`src/rtl/pwm_ctrl.sv`:
```
// pwm_ctrl: PWM timebase controller with IDLE/RUN/DRAIN sequencing and shadowed configuration
// that loads at counter wrap. Optional tick prescaler is built when PWM_CTRL_PRESCALE_EN is defined.
module pwm_ctrl (
    input  logic        clk,
    input  logic        rst_n,
    input  logic        run_req,
    input  logic        cfg_commit,
    input  logic [15:0] cfg_period,
    input  logic [15:0] cfg_compare1,
    input  logic [15:0] cfg_compare2,
    input  logic [7:0]  cfg_functions,
    input  logic [7:0]  cfg_prescale,
    output logic        pwm_en,
    output logic [15:0] period,
    output logic [15:0] compare1,
    output logic [15:0] compare2,
    output logic [7:0]  functions,
    output logic [15:0] count_val,
    output logic        overflow,
    output logic        commit_ack,
    output logic        busy
);

    typedef enum logic [1:0] {
        IDLE  = 2'd0,
        RUN   = 2'd1,
        DRAIN = 2'd2
    } state_t;

    state_t      state_q, state_d;
    logic        running;
    logic        tick;
    logic        wrap;
    logic        load;
    logic        pending_q;
    logic        pending_d;
    logic [15:0] count_d;

    assign running = (state_q != IDLE);

`ifdef PWM_CTRL_PRESCALE_EN
    logic [7:0] presc_q;
    logic [7:0] presc_d;
    logic       enter_run;

    // >= rather than == so a prescale value lowered mid-run cannot strand the divider.
    assign tick      = running && (presc_q >= cfg_prescale);
    assign enter_run = (state_d == RUN) && (state_q != RUN);

    always_comb begin
        presc_d = presc_q;
        if (state_d == IDLE || enter_run || tick) begin
            presc_d = '0;
        end else begin
            presc_d = presc_q + 8'd1;
        end
    end

    always_ff @(posedge clk or negedge rst_n) begin
        if (!rst_n) begin
            presc_q <= '0;
        end else begin
            presc_q <= presc_d;
        end
    end
`else
    logic unused_prescale;

    assign unused_prescale = ^cfg_prescale;
    assign tick            = running;
`endif

    // Active registers only change in IDLE (count is 0) or on a wrap, so count never exceeds period.
    assign wrap      = tick && (count_val == period);
    assign load      = (pending_q || cfg_commit) && (!running || wrap);
    assign pending_d = (pending_q || cfg_commit) && !load;

    always_comb begin
        // NOTE: every signal assigned here gets a default first so no path can infer a latch.
        state_d = state_q;
        count_d = count_val;

        case (state_q)
            IDLE: begin
                if (run_req) state_d = RUN;
            end
            RUN: begin
                if (!run_req) state_d = wrap ? IDLE : DRAIN;
            end
            DRAIN: begin
                if (run_req)   state_d = RUN;
                else if (wrap) state_d = IDLE;
            end
            default: state_d = IDLE;
        endcase

        if (!running) begin
            count_d = '0;
        end else if (tick) begin
            count_d = wrap ? 16'd0 : count_val + 16'd1;
        end
    end

    // NOTE: sequential state uses non-blocking assignments so every flop samples pre-edge values.
    always_ff @(posedge clk or negedge rst_n) begin
        if (!rst_n) begin
            state_q    <= IDLE;
            count_val  <= '0;
            period     <= 16'hFFFF;
            compare1   <= '0;
            compare2   <= '0;
            functions  <= '0;
            pending_q  <= 1'b0;
            overflow   <= 1'b0;
            commit_ack <= 1'b0;
            pwm_en     <= 1'b0;
            busy       <= 1'b0;
        end else begin
            state_q    <= state_d;
            count_val  <= count_d;
            pending_q  <= pending_d;
            overflow   <= wrap;
            commit_ack <= load;
            pwm_en     <= (state_d != IDLE);
            busy       <= (state_d != IDLE);
            if (load) begin
                period    <= cfg_period;
                compare1  <= cfg_compare1;
                compare2  <= cfg_compare2;
                functions <= cfg_functions;
            end
        end
    end

endmodule

```
`config.mk`:
```
export PLATFORM = sky130hd
export DESIGN_NAME = pwm_ctrl
export DESIGN_NICKNAME = d
export VERILOG_FILES = /design/src/rtl/pwm_ctrl.sv
export SDC_FILE = /design/constraint.sdc
export NUM_CORES = 1
export LEC_CHECK = 0
export CAP_MARGIN = 5
export CELL_PAD_IN_SITES_DETAIL_PLACEMENT = 1
export CELL_PAD_IN_SITES_GLOBAL_PLACEMENT = 1
export CORE_UTILIZATION = 34
export CTS_BUF_LIST = sky130_fd_sc_hd__clkbuf_4
export CTS_CLUSTER_DIAMETER = 80
export CTS_CLUSTER_SIZE = 8
export DETAILED_ROUTE_END_ITERATION = 10
export PLACE_DENSITY = 0.8
export SYNTH_ARGS = -nofsm -noshare
export SYNTH_HDL_FRONTEND = slang
export SYNTH_SLANG_ARGS = --single-unit
```
`constraint.sdc`:
```
create_clock -name clk -period 2.48 [get_ports clk]
set_input_delay 0.372 -clock clk [delete_from_list [all_inputs] [get_ports clk]]
set_output_delay 0.372 -clock clk [all_outputs]
set_load 0.05 [all_outputs]
```
==> metrics <==
status=finished, final reports clean; Layout area overhead=48.7%; P_int=approximately 2.9 mW; Mapped Cells=227; DP Worst Slack=153 ps; synth unique cells=27; # rows=35; syn_nets=296; worst ir drop on vdd=between 300 and 400 uV; fin nets=about 440; CP Cell Sequence=xor2_1 > nor4_1 > nand4_2 > a21oi_4 > buf_12 > mux2_4; synth top area cells=dfrtp_1 46%, mux2_4 13%, dfstp_2 12%; HPWL Detailed=6070 um; worst skew pair latency=between 400 and 500 ps; crit path launch type=flip-flop; Core Footprint=approximately 0.0094 sq mm; PortBufs=roughly 140; combinational share of power=47.3%; sequential power share=37.3%; P_leak=2.13 nW; Clock Skew=30.0 ps; Pre-antenna DRT Iters=3; Slew headroom=64.0%; register area share after synthesis=58.5%; Sw Pwr=just under 2 mW; Mapped Area=0.00337 sq mm; syn avg cell area=14.9 sq um; RSZ-0062 raised after global routing=false; Hold Vio Cnt, Final=0; starting density of the core=35.8%; first-pass GRT wire length=12600 um; routed len/inst=15.9 um; Sink Count=78; Critical Path Source=period[2]; Overall Global Routing Usage=16.1%; pin count of the biggest net entering global routing=40; CP max FO=30; pwr dens=964 mW/mm^2; Final Util=roughly 53%; FFs w/ async S/R, synth=100%; die area=0.0103 sq mm; layout cells sized above 1=about 26%; clock buffer count from CTS=9; Placement Cell Area=0.00487 sq mm; root buffer cell=clkbuf_4; GRT Residual Overflow=0; Clock Tree Buf Depth=2; ant diodes=0; initial antenna violation count=0; area share of the largest cell type after synthesis=46.0%; CP arrival=between 2000 and 3000 ps; Max Fclk=about 430 MHz; io pins=between 100 and 150; Slew Limit Fails=0; most common cell in the netlist=dfrtp_1; Die X=102 um; CTS HTree Levels=3; Power Total=4.84 mW; EDFF count, synth=0; R2R Path Start=period[2]; Initial DRC Count=48; Top FF cell, synth=dfrtp_1; synthesized flop and latch total=78; Least-Margin Pin Slew=538 ps; CTS tree=done; residual DRC count=0; Die Y=just over 100 um; post-synth top area cell=dfrtp_1; delay of the slowest cell on the worst path=570 ps; Design Area, Final=between 0.005 and 0.006 sq mm; Vias/cell=about 4.6; Worst setup EP type=flip-flop; vias=2317; yosys warns=0; max_cap viols=0; final WL=8040 um; CP Data Required Time=roughly 2800 ps; clock share of power=15.4%; antenna viol nets, final=0; RD Place Congestion=0.724; Worst Hold Class=input pin to asynchronous set/reset pin; # setup viols final=0; Setup CP Type=flip-flop to flip-flop; worst-path cell with the longest stage delay=dfstp_2; Commonest cells post-synth=62 x dfrtp_1, 29 x mux2_4, 27 x mux2_2; vias in the first global route=around 2500; post-route setup TNS=0 ps; ratio of final minimum period to clock period=94.0%; clock-pin slew on the worst setup and hold paths=approximately 140 ps; final setup margin=150 ps; Final min period=~2300 ps; Sw Ratio=41.0%
[final timing paths]
check,to,slack (ps),cells after the start
setup / recovery,compare1[12],150,6
hold / removal,compare1[3],470,2
setup reg to reg,compare1[12],150,6
hold reg to reg,compare2[11],520,1
max in group asynchronous,period[8],1390,3
min in group clk,compare2[11],520,1
[critical path: cells and delay by family (launching register included)]
kind	cells	cell delay (ps)
compound gates	1	270
xor+xnor	1	100
buf+inv	1	260
flops	1	570
mux	1	330
simple gates	2	660
[cell families (layout without fill, tap and decap cells)]
logic type / count (synthesis) / after routing / share of synthesized area (%)
flops: 78 / 78 / 58.5
mux: 56 / 56 / 21.9
simple gates: 47 / 47 / 6.75
xor+xnor: 31 / 31 / 8.05
buf+inv: 10 / 160 / 3.45
compound gates: 4 / 4 / 1.00
fa+ha+maj: 1 / 1 / 0.371
[timing repair]
action,4_1_cts,5_1_grt
resized for setup,0,0
endpoints found under the hold margin,33,0
setup buffers,0,0
hold buffers,1,0
endpoints found under the setup margin,0,0
[registers in the layout, summed over array words and instances (netlist names)]
register	cells
overflow	1
commit_ack	1
state_q	2
compare2	16
pending_q	1
count_val	16
period	16
busy	1
compare1	16
functions	8
[power by group through the flow]
stage / sequential [mW] / clock, mW / combinational, mW
floorplan: 2.80 / 0 / 0.546
global route: 1.85 / 0.843 / 2.38
finish: 1.81 / 0.744 / 2.29
CTS: 1.82 / 0.792 / 2.31
global placement: 1.81 / 0 / 2.28
detailed placement: 1.84 / 0 / 2.30
[per-layer routing]
layer	routed length, um	share of wire, %	up-vias	GRT usage, %
met5	0	0	-	0
met4	69	0.86	0	4.35
met3	559	7.0	8	4.35
met2	4100	51	83	28.1
met1	3310	41	1160	19.6
li1	-	-	1066	-
[metrics by stage]
stage	cells	hold WS [ps]
after detailed placement	489	385
after floorplan	227	76.4
after global placement	489	373
after global routing	506	473
after CTS	506	449
final	506	468
[layout by cell type, fill, tap and decap left out, types with 3 or more instances in the layout]
cell type	instances
xor2_1	25
nand2_1	5
clkbuf_4	11
nor4_1	4
xnor2_1	6
nand3_1	6
mux2_2	27
clkdlybuf4s50_1	134
nand4_1	3
buf_4	4
buf_12	4
mux2_4	29
nor2_1	21
dfstp_2	16
dfrtp_1	62
[area by class of cell]
type | count | area (sq um)
Fill cell | 970 | 4400
Sequential cell | 78 | 1970
Timing Repair Buffer | 143 | 1460
Multi-Input combinational cell | 139 | 1280
Tap cell | 129 | 161
Clock buffer | 11 | 82.6
Clock inverter | 5 | 51.3
Inverter | 1 | 3.75
Power figures use the tool's default switching activity.
